`src/rtl/mem_pkg.sv`:
```
// Shared types and lane-formatting helpers for the load/store unit.
package mem_pkg;

    localparam int unsigned LANES  = 4;
    localparam int unsigned BYTE_W = 8;
    localparam int unsigned WORD_W = LANES * BYTE_W;

    typedef enum logic [1:0] {
        SZ_B = 2'd0,
        SZ_H = 2'd1,
        SZ_W = 2'd2,
        SZ_X = 2'd3
    } size_e;

    typedef enum logic [1:0] {
        ST_IDLE    = 2'd0,
        ST_ISSUE   = 2'd1,
        ST_CAPTURE = 2'd2,
        ST_RESP    = 2'd3
    } state_e;

    // Attributes of the accepted request that outlive the handshake.
    typedef struct packed {
        logic  we;
        size_e size;
        logic  uns;
    } req_attr_t;

    function automatic logic misaligned(size_e size, logic [1:0] off);
        logic bad;
        case (size)
            SZ_B:    bad = 1'b0;
            SZ_H:    bad = off[0];
            SZ_W:    bad = (off != 2'd0);
            default: bad = 1'b1;
        endcase
        return bad;
    endfunction

    function automatic logic [LANES-1:0] store_wen(size_e size, logic [1:0] off);
        logic [LANES-1:0] wen;
        case (size)
            SZ_B:    wen = 4'b0001 << off;
            SZ_H:    wen = 4'b0011 << {off[1], 1'b0};
            default: wen = 4'b1111;
        endcase
        return wen;
    endfunction

    function automatic logic [WORD_W-1:0] store_wdata(size_e size, logic [WORD_W-1:0] wd);
        logic [WORD_W-1:0] lanes;
        case (size)
            SZ_B:    lanes = {4{wd[7:0]}};
            SZ_H:    lanes = {2{wd[15:0]}};
            default: lanes = wd;
        endcase
        return lanes;
    endfunction

endpackage

```
`src/rtl/lsu_load_ext.sv`:
```
// Aligns a RAM word to the addressed byte and truncates/extends to the load size.
module lsu_load_ext
    import mem_pkg::*;
(
    input  logic [31:0] rdata_i,
    input  logic [1:0]  offset_i,
    input  logic [1:0]  size_i,
    input  logic        unsigned_i,
    output logic [31:0] data_c_o
);

    logic [31:0] shifted;
    logic        sign_b;
    logic        sign_h;

    assign shifted = rdata_i >> {offset_i, 3'b000};
    assign sign_b  = ~unsigned_i & shifted[7];
    assign sign_h  = ~unsigned_i & shifted[15];

    always_comb begin
        data_c_o = shifted;
        case (size_e'(size_i))
            SZ_B:    data_c_o = {{24{sign_b}}, shifted[7:0]};
            SZ_H:    data_c_o = {{16{sign_h}}, shifted[15:0]};
            default: data_c_o = shifted;
        endcase
    end

endmodule

```
`src/rtl/mem_lsu.sv`:
```
// Single-outstanding load/store unit in front of a byte-lane RAM with 1-cycle read latency.
module mem_lsu
    import mem_pkg::*;
#(
    parameter int unsigned AW = 32,
    parameter int unsigned DW = 32
) (
    input  logic          clk,
    input  logic          rst,
    input  logic          req_valid,
    output logic          req_ready,
    input  logic          req_we,
    input  logic [1:0]    req_size,
    input  logic          req_unsigned,
    input  logic [AW-1:0] req_addr,
    input  logic [DW-1:0] req_wdata,
    output logic          rsp_valid,
    input  logic          rsp_ready,
    output logic [DW-1:0] rsp_rdata,
    output logic          rsp_err,
    output logic [3:0]    mem_wen,
    output logic          mem_ren,
    output logic [AW-1:0] mem_addr,
    output logic [DW-1:0] mem_wdata,
    input  logic [DW-1:0] mem_rdata
);

    state_e        state_q, state_d;
    req_attr_t     attr_q, attr_d;
    logic [AW-1:0] mem_addr_q, mem_addr_d;
    logic [DW-1:0] mem_wdata_q, mem_wdata_d;
    logic [3:0]    mem_wen_q, mem_wen_d;
    logic          mem_ren_q, mem_ren_d;
    logic          rsp_valid_q, rsp_valid_d;
    logic          rsp_err_q, rsp_err_d;
    logic [DW-1:0] rsp_rdata_q, rsp_rdata_d;
    logic          req_ready_q, req_ready_d;

    logic          accept_c;
    size_e         req_size_c;
    logic          req_bad_c;
    logic [31:0]   load_data_c;

    assign accept_c   = req_valid & req_ready_q;
    assign req_size_c = size_e'(req_size);
    assign req_bad_c  = misaligned(req_size_c, req_addr[1:0]);

    lsu_load_ext u_load_ext (
        .rdata_i    (32'(mem_rdata)),
        .offset_i   (mem_addr_q[1:0]),
        .size_i     (attr_q.size),
        .unsigned_i (attr_q.uns),
        .data_c_o   (load_data_c)
    );

    // State register.
    always_ff @(posedge clk or posedge rst) begin
        if (rst) begin
            state_q <= ST_IDLE;
        end else begin
            state_q <= state_d;
        end
    end

    // Next-state logic.
    always_comb begin
        state_d = state_q;
        case (state_q)
            ST_IDLE: begin
                if (accept_c) begin
                    state_d = req_bad_c ? ST_RESP : ST_ISSUE;
                end
            end
            ST_ISSUE:   state_d = attr_q.we ? ST_RESP : ST_CAPTURE;
            ST_CAPTURE: state_d = ST_RESP;
            ST_RESP: begin
                if (rsp_ready) begin
                    state_d = ST_IDLE;
                end
            end
            default:    state_d = ST_IDLE;
        endcase
    end

    // Output logic: next values of the registered outputs, strobes only for the ISSUE cycle.
    always_comb begin
        attr_d      = attr_q;
        mem_addr_d  = mem_addr_q;
        mem_wdata_d = mem_wdata_q;
        mem_wen_d   = 4'b0000;
        mem_ren_d   = 1'b0;
        rsp_valid_d = rsp_valid_q;
        rsp_err_d   = rsp_err_q;
        rsp_rdata_d = rsp_rdata_q;
        req_ready_d = (state_d == ST_IDLE);
        case (state_q)
            ST_IDLE: begin
                if (accept_c) begin
                    if (req_bad_c) begin
                        rsp_valid_d = 1'b1;
                        rsp_err_d   = 1'b1;
                        rsp_rdata_d = '0;
                    end else begin
                        attr_d.we   = req_we;
                        attr_d.size = req_size_c;
                        attr_d.uns  = req_unsigned;
                        mem_addr_d  = req_addr;
                        mem_wdata_d = DW'(store_wdata(req_size_c, 32'(req_wdata)));
                        if (req_we) begin
                            mem_wen_d = store_wen(req_size_c, req_addr[1:0]);
                        end else begin
                            mem_ren_d = 1'b1;
                        end
                    end
                end
            end
            ST_ISSUE: begin
                if (attr_q.we) begin
                    rsp_valid_d = 1'b1;
                    rsp_err_d   = 1'b0;
                    rsp_rdata_d = '0;
                end
            end
            ST_CAPTURE: begin
                rsp_valid_d = 1'b1;
                rsp_err_d   = 1'b0;
                rsp_rdata_d = DW'(load_data_c);
            end
            ST_RESP: begin
                if (rsp_ready) begin
                    rsp_valid_d = 1'b0;
                    rsp_err_d   = 1'b0;
                    rsp_rdata_d = '0;
                end
            end
            default: ;
        endcase
    end

    // Registered outputs and request attributes.
    always_ff @(posedge clk or posedge rst) begin
        if (rst) begin
            attr_q      <= '0;
            mem_addr_q  <= '0;
            mem_wdata_q <= '0;
            mem_wen_q   <= 4'b0000;
            mem_ren_q   <= 1'b0;
            rsp_valid_q <= 1'b0;
            rsp_err_q   <= 1'b0;
            rsp_rdata_q <= '0;
            req_ready_q <= 1'b1;
        end else begin
            attr_q      <= attr_d;
            mem_addr_q  <= mem_addr_d;
            mem_wdata_q <= mem_wdata_d;
            mem_wen_q   <= mem_wen_d;
            mem_ren_q   <= mem_ren_d;
            rsp_valid_q <= rsp_valid_d;
            rsp_err_q   <= rsp_err_d;
            rsp_rdata_q <= rsp_rdata_d;
            req_ready_q <= req_ready_d;
        end
    end

    assign req_ready = req_ready_q;
    assign rsp_valid = rsp_valid_q;
    assign rsp_err   = rsp_err_q;
    assign rsp_rdata = rsp_rdata_q;
    assign mem_wen   = mem_wen_q;
    assign mem_ren   = mem_ren_q;
    assign mem_addr  = mem_addr_q;
    assign mem_wdata = mem_wdata_q;

endmodule

```
`config.mk`:
```
export PLATFORM = sky130hd
export DESIGN_NAME = mem_lsu
export DESIGN_NICKNAME = d
export VERILOG_FILES = /design/src/rtl/mem_pkg.sv /design/src/rtl/lsu_load_ext.sv /design/src/rtl/mem_lsu.sv
export SDC_FILE = /design/constraint.sdc
export NUM_CORES = 1
export LEC_CHECK = 0
export ABC_AREA = 1
export CAP_MARGIN = 20
export CELL_PAD_IN_SITES_DETAIL_PLACEMENT = 2
export CELL_PAD_IN_SITES_GLOBAL_PLACEMENT = 2
export CORE_MARGIN = 2
export CORE_UTILIZATION = 24
export DETAILED_ROUTE_END_ITERATION = 10
export PLACE_DENSITY = 0.91
export RECOVER_POWER = 25
export SLEW_MARGIN = 20
export SYNTH_ARGS = -nofsm -noshare
export SYNTH_HDL_FRONTEND = slang
export SYNTH_SLANG_ARGS = --single-unit
```
`constraint.sdc`:
```
create_clock -name clk -period 5 [get_ports clk]
set_input_delay 1.5 -clock clk [delete_from_list [all_inputs] [get_ports clk]]
set_output_delay 1.5 -clock clk [all_outputs]
set_load 0.01 [all_outputs]
```
==> qor.csv <==
stage,metric,value,unit
outcome,outcome,"finished, violations left",
outcome,violations,"capacitance limit, slew limit",
worst_setup_path,crit_fanout,54,
global_route,grt_max_degree,103,
timing,clock.fmax,303,MHz
clocking,numCtsBuffers,9,
routing,wire_per_inst,17.8,um
place,gp_congestion,0.824,
synth,yosys.area.top_type,dfrtp_1,
global_route,grt_busiest_layer,met2,
timing,worst_slew_pin_slew,1.81,ns
clocking,insertion_delay,0.35,ns
timing,drv_slew,37,
synth,syn_area_per_cell,7.76,sq um
timing,period_needed,3.30,ns
power_and_ir_drop,p_clk_frac,0.179,
clocking,clkTransAtPathRegs,0.08,ns
global_route,antenna_found_initial,0,
clocking,cts_tree,built,
timing,setup_ws,1.70,ns
power_and_ir_drop,seq_power_share,0.331,
global_route,grt_pass1_vias,5960,
power_and_ir_drop,pwr_density_cell,582,mW/mm^2
global_route,track_usage,0.179,
worst_setup_path,worstPathRequired,5.22,ns
cells_and_area,stdcell_count,1154,
synth,syn_inst,685,
min_path,hold_class,reg2reg,
floorplan,die-width,153,um
routing,routed_wl,20.5,mm
floorplan,dieArea,0.0233,sq mm
place,port_buffers,207,
timing,relSlewSlack,-0.216,
power_and_ir_drop,internal-power,0.00274,W
routing,dr.pass1.iters,4,
worst_setup_path,crit_path_start,req_size[1],
worst_setup_path,endpoint_kind,flip-flop,
synth,synth-seq-cells,110,
floorplan,fp.dieH,153,um
cells_and_area,layout_commonest_cell,nand2_1,
global_route,grtUsageMet3,0.0526,
global_route,grt_pass1_wl,33.4,mm
power_and_ir_drop,ir_worst_vdd,0.000187,V
clocking,cts_resized,0,
place,dpl.cell_count,1136,
global_route,grt_overflow,0,
run,timing.max_cap.violations,1,
cells_and_area,nets,972,
floorplan,num_rows,54,
routing,vias_per_cell,4.71,
routing,drc,0,
worst_setup_path,start_kind,input pin,
worst_setup_path,reg2regPathDepth,8,
power_and_ir_drop,combPwrFrac,0.490,
timing,fin_tns_setup,0,ns
clocking,cts_hold_buf,0,
worst_setup_path,r2r_start,mem_addr[0]$_DFFE_PP0P_,
clocking,clock-sinks,110,
cells_and_area,area_growth,48.1,%
place,place_area,0.00752,sq mm
timing,clock_skew,0.0161,ns
cells_and_area,final_cell_area,0.00787,sq mm
power_and_ir_drop,swShare,0.402,
worst_setup_path,r2r_end,rsp_rdata[23]$_DFFE_PP0P_,
clocking,clockRootBuffer,clkbuf_16,
synth,yosysUniqueCellTypes,22,
synth,ys_top_cells_by_area,"dfrtp_1 51%, nand2_1 22%, nand3_1 6.1%",
clocking,clockBufferDepth,2,
global_route,met1_usage,0.226,
timing,setup_viol_count_final,0,
worst_setup_path,critPathArrivalTime,3.52,ns
synth,synth.cell_area,0.00531,sq mm
cells_and_area,fin_util,0.362,
routing,drt_iter0_markers,198,
cells_and_area,final_cell_mix,"315 x nand2_1, 205 x clkdlybuf4s50_1, 109 x dfrtp_1",
worst_setup_path,endpoint,mem_wdata[25]$_DFFE_PP0P_,
worst_setup_path,rrSetupSlack,2.91,ns
floorplan,core-area,0.0218,sq mm
place,pre_cts_slack,1.08,ns
cells_and_area,drive_above_1_share,0.0458,
timing,fin_crit_sh,0.660,
routing,ant_nets,0,
place,dp_hpwl,15.1,mm
floorplan,ios,208,
clocking,cts_max_level,3,
timing,finalHoldViolCount,0,
synth,ys_warn_count,0,
power_and_ir_drop,p_sw,0.00184,W
cells_and_area,final.fill_count,2510,
routing,vias,5433,
synth,synth.top_cell.area_share,0.513,
clocking,cts_setup_buffers,0,
worst_setup_path,crit_type,in2reg,
synth,yosysSeqAreaShare,0.518,
timing,grt_setup_unrepaired,false,
floorplan,start_util,0.244,
global_route,grt_use_met2,0.302,
power_and_ir_drop,power.leakage,3.74,nW
synth,synth_nets,789,
==> Yosys cell counts, drive strengths merged <==
library cell / instances
a21oi: 57
buf: 34
clkbuf: 8
dfrtp: 109
dfstp: 1
inv: 24
nand2: 319
nand3: 67
nand4: 1
nor2: 22
nor3: 2
o21ai: 41
==> cells by family after synthesis <==
family | synth area share
AO/OA/AOI/OAI | 0.0923
buffers and inverters | 0.0711
flip-flops | 0.518
AND/OR/NAND/NOR | 0.318
==> cell type report <==
type                            instances  area [sq um]  share of cell area
Clock buffer                           12           256              0.0326
Timing Repair Buffer                  214          2150               0.273
Multi-Input combinational cell        509          2190               0.278
Tap cell                              280           350              0.0445
Inverter                               24          93.8              0.0119
Clock inverter                          4          76.3             0.00970
Antenna cell                            1          2.50            0.000318
Sequential cell                       110          2750               0.350
==> worst min-delay path by stage <==
| stage | startpoint | endpoint | slack [ns] | cells after the start |
|---|---|---|---|---|
| finish | mem_addr[18]$_DFFE_PP0P_ | mem_addr[18]$_DFFE_PP0P_ | 0.48 | 2 |
| global route | mem_addr[15]$_DFFE_PP0P_ | mem_addr[15]$_DFFE_PP0P_ | 0.51 | 2 |
| CTS | rsp_rdata[1]$_DFFE_PP0P_ | rsp_rdata[1]$_DFFE_PP0P_ | 0.48 | 2 |
| detailed placement | mem_addr[15]$_DFFE_PP0P_ | mem_addr[15]$_DFFE_PP0P_ | 0.46 | 2 |
| global placement | mem_addr[7]$_DFFE_PP0P_ | mem_addr[7]$_DFFE_PP0P_ | 0.45 | 2 |
| floorplan | attr_q[1]$_DFFE_PP0P_ | attr_q[1]$_DFFE_PP0P_ | 0.46 | 2 |
==> sequential cells by signal, summed over array words and instances (netlist names) <==
register and flops:
mem_wen 4, mem_ren 1, rsp_err 1, mem_wdata 32, state_q 2, mem_addr 32, req_ready 1, rsp_rdata 32
attr_q 4, rsp_valid 1
==> power groups by stage <==
stage | registers [W] | logic (W) | clock network, W
6_report | 0.00152 | 0.00224 | 0.000819
5_1_grt | 0.00157 | 0.00251 | 0.000878
4_1_cts | 0.00152 | 0.00230 | 0.000846
3_5_place_dp | 0.00153 | 0.00228 | 0
3_3_place_gp | 0.00151 | 0.00220 | 0
2_1_floorplan | 0.00163 | 0.00108 | 0
==> worst max-delay path, stage by stage <==
cell,delay [ns]
clkdlybuf4s50_1,0.45
buf_4,0.30
inv_1,0.14
nand2_1,0.11
nand2_1,0.11
nand2_4,0.44
buf_12,0.30
o21ai_0,0.14
==> per-layer routing <==
metal	wire [um]	part of all wire
met4	195	0.0095
met2	9870	0.48
met5	0	0
met3	1530	0.075
met1	8900	0.43
==> through the flow <==
step           hold WS, ns  total power (W)
2_1_floorplan        0.459          0.00270
3_3_place_gp         0.454          0.00371
3_5_place_dp         0.462          0.00381
4_1_cts              0.484          0.00466
5_1_grt              0.506          0.00496
6_report             0.477          0.00458
No activity file was read; power rests on OpenSTA's default activity.
